==> src/rtl/io_output_sequencer.sv <==
// Output sequencer: a loaded signed word becomes a sign / digit / end character stream,
// buffered in a small FIFO and drained over a 4-phase rdy/ack handshake.
// Optional build macro IO_OUT_ZERO_SUPPRESS_EN drops leading zero digits.
module io_output_sequencer #(
  parameter int MAG_W = 30,
  parameter int DEPTH = 4
) (
  input  logic             clk,
  input  logic             resetn,
  input  logic             load_pulse_from_op,
  input  logic             load_sign_from_ac,
  input  logic [MAG_W-1:0] load_mag_from_au,
  input  logic             output_oct_from_pnl,
  input  logic             stop_after_output_from_pnl,
  input  logic             abort_from_pnl,
  output logic             busy_to_op,
  output logic             overrun_err,
  output logic             done_pulse,
  output logic             start_pulse_to_pu,
  output logic             output_rdy_to_dev,
  input  logic             output_ack_from_dev,
  output logic [4:0]       output_data_to_dev
);

  localparam int ND_OCT = (MAG_W + 2) / 3;
  localparam int ND_DEC = (MAG_W + 3) / 4;
  localparam int EXT_W  = (ND_OCT * 3 > ND_DEC * 4) ? ND_OCT * 3 : ND_DEC * 4;
  localparam int CNT_W  = $clog2(ND_OCT + 1);
  localparam int PTR_W  = $clog2(DEPTH);
  localparam logic [4:0] END_CHAR = 5'b00110;

  typedef enum logic [1:0] {P_IDLE = 2'd0, P_SIGN = 2'd1, P_DIG = 2'd2, P_END = 2'd3} p_state_t;
  typedef enum logic [1:0] {C_IDLE = 2'd0, C_RDY = 2'd1, C_ACK = 2'd2} c_state_t;

  // Digit idx counts from the most significant group of the zero-extended magnitude.
  function automatic logic [4:0] digit_char(input logic [EXT_W-1:0] mag, input logic oct,
                                            input logic [CNT_W-1:0] idx);
    int grp;
    if (oct) begin
      grp        = ND_OCT - 1 - int'(idx);
      digit_char = {2'b10, 3'(mag >> (3 * grp))};
    end else begin
      grp        = ND_DEC - 1 - int'(idx);
      digit_char = {1'b1, 4'(mag >> (4 * grp))};
    end
  endfunction

  logic             sign_q, sign_d, oct_q, oct_d;
  logic [EXT_W-1:0] mag_q, mag_d;
  logic             busy_q, busy_d, overrun_q, overrun_d, abort_pend_q, abort_pend_d;
  p_state_t         p_state_q, p_state_d;
  c_state_t         c_state_q, c_state_d;
  logic [CNT_W-1:0] cnt_q, cnt_d;
  logic             rdy_q, rdy_d, done_q, done_d, start_q, start_d;
  logic [4:0]       data_q, data_d;
  logic [4:0]       mem_q [DEPTH];
  logic [PTR_W-1:0] wptr_q, wptr_d, rptr_q, rptr_d;
  logic [PTR_W:0]   count_q, count_d;
  logic             load_accept_s, flush_s, full_s, empty_s, space_s;
  logic             push_req_s, push_s, pop_s, skip_s, done_evt_s;
  logic [4:0]       push_char_s, dig_char_s;
  logic [CNT_W-1:0] last_idx_s;
`ifdef IO_OUT_ZERO_SUPPRESS_EN
  logic             lead_q, lead_d;
`endif

  always_comb begin
    load_accept_s = load_pulse_from_op & ~busy_q & ~abort_from_pnl;
    flush_s       = abort_from_pnl;
    full_s        = (count_q == (PTR_W + 1)'(DEPTH));
    empty_s       = (count_q == {(PTR_W + 1){1'b0}});
    space_s       = ~full_s | pop_s;
    last_idx_s    = oct_q ? CNT_W'(ND_OCT - 1) : CNT_W'(ND_DEC - 1);
    dig_char_s    = digit_char(mag_q, oct_q, cnt_q);
    if (load_accept_s) begin
      sign_d = load_sign_from_ac;
      mag_d  = EXT_W'(load_mag_from_au);
      oct_d  = output_oct_from_pnl;
    end else begin
      sign_d = sign_q;
      mag_d  = mag_q;
      oct_d  = oct_q;
    end
  end

  // Producer next state: one character per cycle, stalled while the FIFO has no room.
  always_comb begin
    p_state_d   = p_state_q;
    cnt_d       = cnt_q;
    push_req_s  = 1'b0;
    push_char_s = 5'b00000;
`ifdef IO_OUT_ZERO_SUPPRESS_EN
    skip_s = lead_q & (dig_char_s == 5'h10) & (cnt_q != last_idx_s);
`else
    skip_s = 1'b0;
`endif
    if (flush_s) begin
      p_state_d = P_IDLE;
    end else begin
      case (p_state_q)
        P_IDLE: begin
          if (load_accept_s) begin
            p_state_d = P_SIGN;
            cnt_d     = {CNT_W{1'b0}};
          end else begin
            p_state_d = P_IDLE;
          end
        end
        P_SIGN: begin
          push_req_s  = 1'b1;
          push_char_s = {4'b1111, sign_q};
          if (space_s) p_state_d = P_DIG;
          else         p_state_d = P_SIGN;
        end
        P_DIG: begin
          push_char_s = dig_char_s;
          if (skip_s) begin
            cnt_d = cnt_q + CNT_W'(1);
          end else begin
            push_req_s = 1'b1;
            if (space_s && (cnt_q == last_idx_s)) p_state_d = P_END;
            else if (space_s)                     cnt_d = cnt_q + CNT_W'(1);
            else                                  cnt_d = cnt_q;
          end
        end
        P_END: begin
          push_req_s  = 1'b1;
          push_char_s = END_CHAR;
          if (space_s) p_state_d = P_IDLE;
          else         p_state_d = P_END;
        end
        default: p_state_d = P_IDLE;
      endcase
    end
    push_s = push_req_s & space_s;
  end

`ifdef IO_OUT_ZERO_SUPPRESS_EN
  always_comb begin
    if (load_accept_s)                        lead_d = 1'b1;
    else if ((p_state_q == P_DIG) && push_s)  lead_d = 1'b0;
    else                                      lead_d = lead_q;
  end
`endif

  // Consumer next state; an abort during C_ACK still waits for the device to drop ack.
  always_comb begin
    c_state_d = c_state_q;
    pop_s     = 1'b0;
    case (c_state_q)
      C_IDLE: begin
        if (!empty_s && !flush_s) c_state_d = C_RDY;
        else                      c_state_d = C_IDLE;
      end
      C_RDY: begin
        if (flush_s)                  c_state_d = C_IDLE;
        else if (output_ack_from_dev) c_state_d = C_ACK;
        else                          c_state_d = C_RDY;
      end
      C_ACK: begin
        if (!output_ack_from_dev) begin
          c_state_d = C_IDLE;
          pop_s     = ~flush_s & ~abort_pend_q;
        end else begin
          c_state_d = C_ACK;
        end
      end
      default: c_state_d = C_IDLE;
    endcase
    done_evt_s = pop_s & (data_q == END_CHAR);
  end

  always_comb begin
    rdy_d = (c_state_d == C_RDY);
    if (c_state_d == C_IDLE)      data_d = 5'b00000;
    else if (c_state_q == C_IDLE) data_d = mem_q[rptr_q];
    else                          data_d = data_q;
    done_d  = done_evt_s;
    start_d = done_q & ~stop_after_output_from_pnl;
  end

  always_comb begin
    if (flush_s) begin
      wptr_d  = {PTR_W{1'b0}};
      rptr_d  = {PTR_W{1'b0}};
      count_d = {(PTR_W + 1){1'b0}};
    end else begin
      wptr_d  = wptr_q + PTR_W'(push_s);
      rptr_d  = rptr_q + PTR_W'(pop_s);
      count_d = count_q + (PTR_W + 1)'(push_s) - (PTR_W + 1)'(pop_s);
    end
    if (load_accept_s)                                          busy_d = 1'b1;
    else if (done_evt_s)                                        busy_d = 1'b0;
    else if (((flush_s & busy_q) | abort_pend_q) && (c_state_d == C_IDLE)) busy_d = 1'b0;
    else                                                        busy_d = busy_q;
    if (flush_s && busy_q && (c_state_d != C_IDLE)) abort_pend_d = 1'b1;
    else if (c_state_d == C_IDLE)                   abort_pend_d = 1'b0;
    else                                            abort_pend_d = abort_pend_q;
    overrun_d = overrun_q | (load_pulse_from_op & busy_q & ~abort_from_pnl);
  end

  always_ff @(posedge clk) begin
    if (!resetn) begin
      sign_q <= 1'b0;  oct_q <= 1'b0;  mag_q <= {EXT_W{1'b0}};
      busy_q <= 1'b0;  overrun_q <= 1'b0;  abort_pend_q <= 1'b0;
      p_state_q <= P_IDLE;  c_state_q <= C_IDLE;  cnt_q <= {CNT_W{1'b0}};
      rdy_q <= 1'b0;  done_q <= 1'b0;  start_q <= 1'b0;  data_q <= 5'b00000;
      wptr_q <= {PTR_W{1'b0}};  rptr_q <= {PTR_W{1'b0}};  count_q <= {(PTR_W + 1){1'b0}};
      for (int i = 0; i < DEPTH; i++) mem_q[i] <= 5'b00000;
`ifdef IO_OUT_ZERO_SUPPRESS_EN
      lead_q <= 1'b0;
`endif
    end else begin
      sign_q <= sign_d;  oct_q <= oct_d;  mag_q <= mag_d;
      busy_q <= busy_d;  overrun_q <= overrun_d;  abort_pend_q <= abort_pend_d;
      p_state_q <= p_state_d;  c_state_q <= c_state_d;  cnt_q <= cnt_d;
      rdy_q <= rdy_d;  done_q <= done_d;  start_q <= start_d;  data_q <= data_d;
      wptr_q <= wptr_d;  rptr_q <= rptr_d;  count_q <= count_d;
      if (push_s) mem_q[wptr_q] <= push_char_s;
`ifdef IO_OUT_ZERO_SUPPRESS_EN
      lead_q <= lead_d;
`endif
    end
  end

  assign busy_to_op         = busy_q;
  assign overrun_err        = overrun_q;
  assign done_pulse         = done_q;
  assign start_pulse_to_pu  = start_q;
  assign output_rdy_to_dev  = rdy_q;
  assign output_data_to_dev = data_q;

endmodule

==> config.mk <==
export PLATFORM = sky130hd
export DESIGN_NAME = io_output_sequencer
export DESIGN_NICKNAME = d
export VERILOG_FILES = /design/src/rtl/io_output_sequencer.sv
export SDC_FILE = /design/constraint.sdc
export NUM_CORES = 1
export LEC_CHECK = 0
export BUFFER_PORTS_ARGS = -buffer_cell sky130_fd_sc_hd__buf_2
export CAP_MARGIN = 20
export CORE_MARGIN = 1.5
export CORE_UTILIZATION = 44
export DETAILED_ROUTE_END_ITERATION = 7
export GPL_TIMING_DRIVEN = 0
export PLACE_DENSITY_LB_ADDON = 0.1
export SYNTH_ARGS = -nofsm -noshare
export SYNTH_HDL_FRONTEND = slang
export SYNTH_SLANG_ARGS = --single-unit
==> constraint.sdc <==
create_clock -name clk -period 4.15 [get_ports clk]
set_clock_uncertainty 0.15 [all_clocks]
set_input_delay 0.2075 -clock clk [delete_from_list [all_inputs] [get_ports clk]]
set_output_delay 0.2075 -clock clk [all_outputs]
set_load 0.1 [all_outputs]
==> impl_metrics.yaml <==
floorplanning:
  die-area_sq_um: 11420
  io_pins: 48
  row_count: 37
  die_x_microns: 106.9
  core_sq_um: 10420
  die_h_microns: 106.9
  start_util_pct: 45.56
global_routing:
  grt_pass1_wl_mm: 20.85
  grt_overflow_total: 0
  antenna_found_initial: 0
  grtUsageTotal_pct: 23.88
  grt_pass1_vias: 4105
  grt_max_degree: 14
synth:
  synth-seq-cells: 78
  synth_edf_count: 20
  ys.warnings.count: 0
  yosysSeqAreaShare_pct: 37.12
  synth_cells: 509
  ys_types: 69
  syn-num-nets: 567
  synth_ff_type: "dfxtp_1"
  avgSynthCellArea_sq_um: 9.324
  async_flop_share_pct: 0
  synthesis.area_sq_um: 4746
critical_path:
  crit_arrival_ps: 3930
  worstSetupStartpointType: "flip-flop"
  worstSetupEndpointType: "flip-flop"
  cp.required_ps: 4090
  critPathMaxFanout: 10
  setup.worst_path.class: "reg -> reg"
sta:
  fin_crit_sh_pct: 96.18
  slew_viol_final: 0
  fin_setup_tns_ps: 0
  period_needed_ps: 3991
  whs_ps: 167.7
  timing.fmax_mhz: 250.5
  rsz0062_at_grt: "false"
  finalHoldViolCount: 0
  relSlewSlack_pct: 35.19
  worst_pin_slew_ps: 970.0
  finalSetupViolCount: 0
power:
  peakVddDrop_mv: 0.1737
  total_leakage_power_nw: 2.175
  powerDensity_nw_per_um2: 273.8
  fin_total_pwr_mw: 1.568
cts:
  cts.clk_slew.worst_paths_ps: 80
  clock_latency_ps: 360
  cts_buffers: 9
  clock-sinks: 78
  clockBufferDepth: 2
  root_buffer: "clkbuf_8"
  cts_tree: "built"
  cts.htree.levels: 3
routing:
  drtAntennaViolNets: 0
  avgRoutedWirePerCell_microns: 17.36
  vias: 4181
  drtIter0Drc: 171
  drtPass1Iterations: 4
  drc: 0
  vias_per_cell: 5.620
  routed_wl_mm: 12.91
finish:
  finalInstanceArea_sq_um: 5725
  synthToLayoutAreaGrowth_pct: 20.64
  final_common_cell: "nand2_1"
  final_cell_mix: "nand2_1, dfxtp_1, buf_2, a21oi_1, dlygate4sd3_1"
  nNetsFinal: 661
  utilization_pct: 54.97
  final.fill_count: 987
  antenna_cells: 0
  drive_gt1_share_pct: 21.88
run:
  cap_violations: 0
min_path:
  hold_path.class: "in -> reg"
place:
  place_congestion: 0.9319
  port_buffers: 47
  dp_hpwl_mm: 9.691
  post_dp_cell_area_sq_um: 5151
run_status:
  outcome: "completed"
-- layout make-up --
type	instances	area (sq um)	share of cell area, %
multi-input combinational	382	2768	48.34
sequential	78	1762	30.77
timing repair buffer	83	593.1	10.36
clock buffer	12	176.4	3.081
tap	136	170.2	2.972
buffer	31	163.9	2.863
inverter	18	67.56	1.180
clock inverter	4	25.02	0.4371
-- final timing paths --
path / start / end / slack, ps / cells past startpoint
worst max register to register: cnt_q[1] / mem_q[0][1] / 160 / 11
worst max-delay path: cnt_q[1] / mem_q[0][1] / 160 / 11
worst min register to register: done_pulse / start_pulse_to_pu / 290 / 2
worst min-delay path: abort_from_pnl / abort_pend_q / 170 / 4
-- layer usage --
| layer | routed length [microns] | up-vias | GRT usage (%) |
|---|---|---|---|
| met3 | 392 | 20 | 3.830 |
| met2 | 6703 | 93 | 44.00 |
| li1 | - | 2049 | - |
| met1 | 5533 | 2019 | 27.67 |
| met4 | 284 | 0 | 8.857 |
| met5 | 0 | - | 0 |
-- timing repair --
action / 4_1_cts / 5_1_grt
endpoints found under the hold margin: 35 / 0
resized for setup: 0 / 2
setup endpoints to repair: 0 / 7
hold buffers: 35 / 0
setup buffers: 0 / 1
-- power by group --
part / internal [mW] / switching [mW]
combinational: 0.0762 / 0.0784
sequential: 0.800 / 0.0258
clock: 0.287 / 0.300
total: 1.16 / 0.404
-- sequential cells by signal, indices dropped and copies added, names as in the netlist, 2 cells and up --
register,cells
count_q,3
wptr_q,2
p_state_q,2
mem_q,20
output_data_to_dev,5
rptr_q,2
cnt_q,4
mag_q,30
c_state_q,2
-- synth_stat cells (3+ instances only) --
| cell type | number | area (sq um) |
|---|---|---|
| a211oi_1 | 6 | 45.04 |
| a21oi_1 | 46 | 230.2 |
| a31o_2 | 3 | 26.28 |
| and2_1 | 3 | 18.77 |
| and3_1 | 7 | 43.79 |
| and4b_1 | 4 | 40.04 |
| buf_2 | 8 | 40.04 |
| buf_4 | 6 | 45.04 |
| clkbuf_1 | 14 | 52.55 |
| dfxtp_1 | 58 | 1161 |
| edfxtp_1 | 20 | 600.6 |
| ha_1 | 19 | 237.7 |
| inv_1 | 17 | 63.81 |
| mux2_2 | 18 | 202.7 |
| mux2i_1 | 14 | 140.1 |
| mux4_2 | 17 | 382.9 |
| nand2_1 | 102 | 382.9 |
| nand2b_1 | 3 | 18.77 |
| nand3_1 | 11 | 55.05 |
| nand3b_1 | 3 | 22.52 |
| nand4_1 | 4 | 25.02 |
| nor2_1 | 23 | 86.33 |
| nor2b_1 | 5 | 31.28 |
| nor4_1 | 7 | 43.79 |
| o21a_1 | 3 | 22.52 |
| o21ai_0 | 17 | 85.08 |
| o21ai_1 | 5 | 25.02 |
| o22ai_1 | 5 | 31.28 |
| o31ai_1 | 3 | 22.52 |
| xnor2_1 | 5 | 43.79 |
| xor2_1 | 5 | 43.79 |
-- through the flow --
step           setup WS, ps  std cells
2_1_floorplan         777.1        509
3_3_place_gp          154.3        692
3_5_place_dp          170.0        692
4_1_cts               147.0        743
5_1_grt               18.34        744
6_report              158.6        744
-- cells by family (layout without fill, tap and decap cells) --
kind of cell / Yosys count / count (layout) / synth area share [%]
XOR/XNOR: 10 / 10 / 1.845
AO/OA/AOI/OAI: 117 / 117 / 16.53
adder cells (fa/ha/maj): 20 / 20 / 5.431
multiplexers: 49 / 49 / 15.29
flip-flops: 78 / 78 / 37.12
AND/OR/NAND/NOR: 186 / 186 / 18.90
buffers and inverters: 49 / 148 / 4.877
-- worst max-delay path, cell delays in order (launching register included) --
cell and delay [ps]:
dfxtp_1 510, buf_2 290, inv_1 120, ha_1 340
xor2_1 160, ha_1 350, buf_4 220, mux2_2 340
a32o_1 210, a2111oi_0 640, or4_4 290, o21ai_1 100
(Power assumes the default switching activity.)
